$ cat config.mk
export PLATFORM = sky130hd
export DESIGN_NAME = dmem_port_arbiter
export DESIGN_NICKNAME = d
export VERILOG_FILES = /design/src/rtl/dmem_pkg.sv /design/src/rtl/dmem_port_arbiter_starve_counter.sv /design/src/rtl/dmem_port_arbiter.sv
export SDC_FILE = /design/constraint.sdc
export NUM_CORES = 1
export LEC_CHECK = 0
export CAP_MARGIN = 20
export CELL_PAD_IN_SITES_DETAIL_PLACEMENT = 1
export CELL_PAD_IN_SITES_GLOBAL_PLACEMENT = 1
export CORE_UTILIZATION = 25
export DETAILED_ROUTE_END_ITERATION = 8
export GPL_ROUTABILITY_DRIVEN = 0
export PLACE_DENSITY = 0.89
export SLEW_MARGIN = 20
export SYNTH_ARGS = -nofsm -noshare
export SYNTH_HDL_FRONTEND = slang
export SYNTH_SLANG_ARGS = --single-unit
export TNS_END_PERCENT = 30
$ cat constraint.sdc
create_clock -name clk -period 2.6 [get_ports clk]
set_input_delay 0.26 -clock clk [delete_from_list [all_inputs] [get_ports clk]]
set_output_delay 0.26 -clock clk [all_outputs]
set_load 0.01 [all_outputs]
$ cat src/rtl/dmem_pkg.sv
// Shared types and constants for the data-memory port arbiter.
// Imported by the arbiter top and its wait counter.
package dmem_pkg;

  typedef enum logic [0:0] {
    CORE_PRI   = 1'b0,
    HOST_FORCE = 1'b1
  } arb_state_e;

  localparam logic [3:0] WE_NONE = 4'b0000;
  localparam int         RD_LAT  = 1;

endpackage

$ cat src/rtl/dmem_port_arbiter_starve_counter.sv
// Saturating host wait counter; sat flags that the
// next-cycle count has reached the bound.
module starve_counter
  import dmem_pkg::*;
#(
  parameter int HOST_MAX_WAIT = 8,
  parameter int CNT_W         = 8
) (
  input  logic             clk,
  input  logic             rst,
  input  logic             inc,
  input  logic             clr,
  output logic [CNT_W-1:0] cnt,
  output logic [CNT_W-1:0] cnt_nxt,
  output logic             sat
);

  localparam logic [CNT_W-1:0] MAX =
    CNT_W'(HOST_MAX_WAIT);

  always_comb begin
    cnt_nxt = cnt;
    if (clr)
      cnt_nxt = '0;
    else if (inc && (cnt != MAX))
      cnt_nxt = cnt + CNT_W'(1);
  end

  assign sat = (cnt_nxt == MAX);

  always_ff @(posedge clk) begin
    if (rst)
      cnt <= '0;
    else
      cnt <= cnt_nxt;
  end

endmodule

$ cat src/rtl/dmem_port_arbiter.sv
// Core-priority arbiter for BRAM port B with a bounded
// host wait and one-cycle read-data return routing.
module dmem_port_arbiter
  import dmem_pkg::*;
#(
  parameter int HOST_MAX_WAIT = 8,
  parameter int CNT_W         = 8
) (
  input  logic        clk,
  input  logic        rst,
  input  logic        core_req,
  input  logic [3:0]  core_we,
  input  logic [31:0] core_addr,
  input  logic [31:0] core_wdata,
  output logic        core_stall,
  output logic        core_rvalid,
  output logic [31:0] core_rdata,
  input  logic        host_valid,
  output logic        host_ready,
  input  logic [3:0]  host_we,
  input  logic [31:0] host_addr,
  input  logic [31:0] host_wdata,
  output logic        host_rvalid,
  output logic [31:0] host_rdata,
  output logic [3:0]  mem_we,
  output logic [31:0] mem_addr,
  output logic [31:0] mem_wdata,
  input  logic [31:0] mem_rdata
);

  arb_state_e       state, state_nxt;
  logic             core_grant, host_grant;
  logic             cnt_inc, cnt_clr, cnt_sat;
  logic [CNT_W-1:0] wcnt, wcnt_nxt;
  logic             rd_core, rd_host;
  logic             core_hit, host_hit;
  logic [31:0]      core_rdata_q, host_rdata_q;

  always_comb begin
    core_grant = 1'b0;
    host_grant = 1'b0;
    state_nxt  = state;
    unique case (state)
      CORE_PRI: begin
        core_grant = core_req;
        host_grant = ~core_req & host_valid;
        if (cnt_sat)
          state_nxt = HOST_FORCE;
      end
      HOST_FORCE: begin
        host_grant = host_valid;
        core_grant = core_req & ~host_valid;
        state_nxt  = CORE_PRI;
      end
      default: state_nxt = CORE_PRI;
    endcase
    if (rst) begin
      core_grant = 1'b0;
      host_grant = 1'b0;
    end
  end

  always_ff @(posedge clk) begin
    if (rst)
      state <= CORE_PRI;
    else
      state <= state_nxt;
  end

  assign cnt_inc = host_valid & ~host_grant;
  assign cnt_clr = host_grant | ~host_valid;

  starve_counter #(
    .HOST_MAX_WAIT (HOST_MAX_WAIT),
    .CNT_W         (CNT_W)
  ) u_starve (
    .clk     (clk),
    .rst     (rst),
    .inc     (cnt_inc),
    .clr     (cnt_clr),
    .cnt     (wcnt),
    .cnt_nxt (wcnt_nxt),
    .sat     (cnt_sat)
  );

  always_comb begin
    mem_we    = WE_NONE;
    mem_addr  = core_addr;
    mem_wdata = core_wdata;
    unique case (1'b1)
      core_grant: mem_we = core_we;
      host_grant: begin
        mem_we    = host_we;
        mem_addr  = host_addr;
        mem_wdata = host_wdata;
      end
      default: ;
    endcase
  end

  assign core_stall = core_req & ~core_grant;
  assign host_ready = host_grant;

  always_ff @(posedge clk) begin
    if (rst) begin
      rd_core <= 1'b0;
      rd_host <= 1'b0;
    end else begin
      rd_core <= core_grant & (core_we == WE_NONE);
      rd_host <= host_grant & (host_we == WE_NONE);
    end
  end

  // Hold last returned word so rdata stays stable between pulses.
  assign core_hit = rd_core & ~rst;
  assign host_hit = rd_host & ~rst;

  always_ff @(posedge clk) begin
    if (rst) begin
      core_rdata_q <= '0;
      host_rdata_q <= '0;
    end else begin
      if (core_hit)
        core_rdata_q <= mem_rdata;
      if (host_hit)
        host_rdata_q <= mem_rdata;
    end
  end

  assign core_rvalid = core_hit;
  assign host_rvalid = host_hit;
  assign core_rdata  = core_hit ? mem_rdata : core_rdata_q;
  assign host_rdata  = host_hit ? mem_rdata : host_rdata_q;

  host_hold_a: assert property (
    @(posedge clk) disable iff (rst)
    (host_valid && !host_ready) |=>
      (host_valid && $stable(host_addr) &&
       $stable(host_we) && $stable(host_wdata))
  );

endmodule

## Word level (Yosys, flattened, before mapping)

Index checks and enable logic that the tools add are counted.
W data, S select, Z words.

- Add/subtract/negate cells: 1
- Multipliers: 0
- Divide/modulo/power cells: 0
- Magnitude comparators: 0
- Eq/ne operators: 2
- Shift-type cells: 0
- Multiplexer cells: 13
- Bitwise gates (word level): 15
- Reductions and logical operators: 3

Operators by type and width:

| operator | number |
|---|---|
| $mux W32 | 4 |
| $mux W8 | 2 |
| $add A8 B1 Y8 const B | 1 |
| $and A1 B1 Y1 | 8 |
| $eq A8 B4 Y1 const B | 1 |
| $logic_not A4 Y1 | 2 |
| $ne A8 B4 Y1 const B | 1 |
| $pmux W4 S2 | 1 |
| $not A1 Y1 | 6 |
| $pmux W1 S2 | 3 |
| $mux W1 | 3 |
| $logic_and A1 B1 Y1 | 1 |
| $or A1 B1 Y1 | 1 |

- Flip-flop bits (word level): 75
- Latch bits: 0
- Memory bits (writable): 0
- ROM bits: 0
- Bits of input ports: 172
- Memories: 0

## Depth between registers and ports, before layout

- Word-level depth: 12
- Depth in mapped cells: 8

## By module

Synthesis repeated with hierarchy kept, for this count alone.

- Cells, all modules: 431
- Area, all modules: 4,499.3 sq um

Modules (own cells, without submodules):

| module | instances | cells an instance | area each (sq um) | seq. area each (sq um) |
|---|---|---|---|---|
| dmem_port_arbiter | 1 | 373 | 4,027.6 | 1,341.3 |
| starve_counter | 1 | 58 | 471.7 | 160.2 |

## Worst setup path before layout

OpenSTA, ideal clock, no wires.

- Path type: input -> output
- From: input core_req
- To: output mem_addr[12]
- Arrival: 1.144 ns
- Slack: 1.196 ns
- Stages on the path: 8
- Path through: nor2b_1 > nor2_1 > nand2_1 > inv_2 > buf_2 > buf_4 > nand2_1 > nand2_1

- Cells in the longest elaborated chain, start to end: 5

RTL lines:

| what | line | RTL |
|---|---|---|
| start, declared | dmem_port_arbiter.sv:11 | `input logic core_req,` |
| $not A1 Y1 | dmem_port_arbiter.sv:46 | `host_grant = ~core_req & host_valid;` |
| $and A1 B1 Y1 | dmem_port_arbiter.sv:46 |  |
| $pmux W1 S2 | dmem_port_arbiter.sv:43 | `unique case (state)` |
| $mux W1 | dmem_port_arbiter.sv:57 | `if (rst) begin` |
| $mux W32 | dmem_port_arbiter.sv:90 | `unique case (1'b1)` |
| end, declared | dmem_port_arbiter.sv:26 | `output logic [31:0] mem_addr,` |

No other way between the ends.

## Worst setup path in the final report

- From: input core_req
- To: output mem_addr[4]

Same word-level chain as after synthesis.

==> metrics <==
first drt pass iteration count=4; yosys warns=0; die height=131 um; Buffers on Ports=307; cell breakdown of the critical path=clkdlybuf4s50_1 -> nor2b_2 -> nor2_1 -> nand2_2 -> inv_2 -> buf_12 -> nand2_1 -> nand2_1 -> clkdlybuf4s50_1; Clock Pin Slew Worst Setup and Hold Paths=0.06 ns; crit path capture type=primary output; most common cell after layout, fill and taps aside=clkdlybuf4s50_1; vias=4449; headroom to the max-slew limit=51.7%; Worst Max-Slew Pin Slew=0.724 ns; Hold Violations, Final=0; kind of cell adding the most delay to the critical path=buffers and inverters; sequential power share=36.0%; clock buffer count from CTS=9; post-DR wirelength/cell=18.7 um; Sequential Area=1500 sq um; Post-Syn Nets=666; first-pass GRT wire length=27.0 mm; P_int=0.00243 W; DR DRC count=0; Avg Cell Area, Syn=8.40 sq um; DR vias/cell=4.40; n_diodes=0; Post-Syn Area=4130 sq um; hold crit path type=input pin to register; filler cell count=1885; Syn Inst Count=492; Initial DRC Count=156; number of max-cap violations=0; CP required=2.34 ns; Routed WL=18.9 mm; RSZ-0062 raised after global routing=false; clock share of power=42.4%; Setup TNS Final=0 ns; CTS tree=done; GR Overflow Total=0; hold_ws=0.342 ns; total power=0.00321 W; clock root cell=clkbuf_16; f_max=398 MHz; vias in the first global route=4718; Rows=46; status=finished, final reports clean; NetSw=0.000780 W; P&R area growth vs syn=87.8%; Max clock buf depth=2; Post-layout nets=964; #FFs+latches synth=75; Total Die Area=17100 sq um; sw frac=24.3%; Worst path slowest cell=clkdlybuf4s50_1; layout cell share with drive strength beyond 1=12.8%; Worst setup SP type=input pin; area of the multi-input gates=2440 sq um; Clock Skew=0.00688 ns; CP max stage delay=0.61 ns; Ports=308; Post-DP HPWL=15.1 mm; pin count of the biggest net entering global routing=65; most frequent cells in the layout=306 x clkdlybuf4s50_1, 198 x nand2_1, 75 x dfxtp_1; final setup fails=0; CP arrival=2.25 ns; Logic pwr share=21.6%; Die Width=131 um; Area after DPL=7430 sq um; PD cells=413 nW/um^2; peak supply drop=0.274 mV; setup bufs post-CTS=0; synth unique cells=38; Design Area, Final=7760 sq um; H-tree depth=3; post-route clock period utilization=96.6%; CTS sink cnt=75; DRT antenna net count=0; gr usage total=21.7%; Core ar.=16000 sq um; crit path kind=input pin to primary output; sequential fraction of the synthesis area=36.3%; crit path max fanout=35; Period minus WS final=2.51 ns; Slew Limit Fails=0; Initial Util=25.8%; worst-skew pair later-pin latency=0.34 ns; Buf+Inv Stages, Crit Path=4; leakage power=3.30 nW; antenna violations before repair=0
-- worst register-to-register path, delay by kind of cell, from the launching register on --
family          cells  cell delay [ns]
flops               1             0.46
simple gates        2             0.45
compound gates      2             0.30
fa+ha+maj           1             0.21
buf+inv             1             0.10
-- layout make-up --
cell class,count,area share (%)
clock buffers,9,2.90
repair buffers,317,41.3
multi-input cells,383,31.5
well taps,216,3.48
flip-flops and latches,75,19.3
clock inverters,7,1.29
inverters,4,0.193
-- path summary, 6_finish.rpt --
kind / from / end / slack (ns) / cells past startpoint
min: rst / u_starve.cnt[2] / 0.34 / 2
max reg2reg: u_starve.cnt[0] / state / 1.02 / 6
min reg2reg: host_rdata_q[26] / host_rdata_q[26] / 0.59 / 2
max: core_req / mem_addr[4] / 0.09 / 9
-- power groups by stage --
stage	Combinational (W)	Clock, W	Sequential (W)
6_report	0.000693	0.00136	0.00116
5_1_grt	0.000732	0.00144	0.00116
4_1_cts	0.000699	0.00139	0.00116
3_5_place_dp	0.000695	0	0.00118
3_3_place_gp	0.000686	0	0.00118
2_1_floorplan	0.000182	0	0.00118
-- registers in the layout, summed over array words and instances (netlist names) --
register	cells
rd_host	1
rd_core	1
core_rdata_q	32
host_rdata_q	32
u_starve.cnt	8
state	1
-- cells by family (layout without fill, tap and decap cells) --
| group | count (synthesis) | count (layout) | synth area share (%) |
|---|---|---|---|
| xor gates and xnor gates | 5 | 5 | 1.06 |
| AOI/OAI and AO/OA | 14 | 14 | 2.75 |
| DFF | 75 | 75 | 36.3 |
| buffers and inverters | 34 | 337 | 4.90 |
| and+or+nand+nor | 297 | 297 | 32.7 |
| adders and majority gates | 2 | 2 | 0.605 |
| muxes | 65 | 65 | 21.7 |
-- routing by layer --
layer	wire length [um]	share of wire, %	global-route usage [%]
met4	563	3.0	8.59
met1	6670	35	20.2
met3	1530	8.1	6.68
met2	10100	54	43.4
met5	0	0	0
-- synth_stat cells --
library cell | instances | area (sq um)
a211oi_2 | 1 | 12.5
a21boi_0 | 1 | 7.51
a21oi_1 | 2 | 10.0
a22o_1 | 4 | 35.0
and2_1 | 2 | 12.5
and3b_1 | 1 | 8.76
buf_2 | 9 | 45.0
buf_4 | 1 | 7.51
buf_6 | 8 | 90.1
clkbuf_1 | 12 | 45.0
dfxtp_1 | 75 | 1500
ha_1 | 2 | 25.0
inv_1 | 3 | 11.3
inv_2 | 1 | 3.75
mux2_2 | 20 | 225
mux2_4 | 44 | 661
mux2i_1 | 1 | 10.0
nand2_1 | 199 | 747
nand2b_1 | 2 | 12.5
nand3_1 | 1 | 5.00
nand3b_1 | 1 | 7.51
nand4_1 | 3 | 18.8
nor2_1 | 12 | 45.0
nor2b_1 | 67 | 419
nor2b_4 | 2 | 27.5
nor3_1 | 2 | 10.0
nor3_2 | 1 | 10.0
nor3b_1 | 1 | 7.51
nor4_1 | 1 | 6.26
o2111a_1 | 1 | 11.3
o2111ai_1 | 1 | 8.76
o211ai_1 | 1 | 7.51
o21ai_0 | 2 | 10.0
o221a_2 | 1 | 11.3
or2_2 | 1 | 6.26
or4_1 | 1 | 7.51
xnor2_1 | 2 | 17.5
xor2_1 | 3 | 26.3
-- per-stage QoR --
step | worst slack (ns) | util (%) | std cells
3_3_place_gp | 0.142 | 46.5 | 995
3_5_place_dp | 0.0983 | 46.5 | 995
4_1_cts | 0.0928 | 48.5 | 1011
2_1_floorplan | 1.20 | - | 492
5_1_grt | 0.00202 | 48.5 | 1011
6_report | 0.0879 | 48.5 | 1011
-- repair_timing --
item / in CTS / in global routing
endpoints found under the setup margin: 0 / 1
resized for setup: 0 / 1
hold buffers: 0 / 0
(Power assumes the default switching activity.)
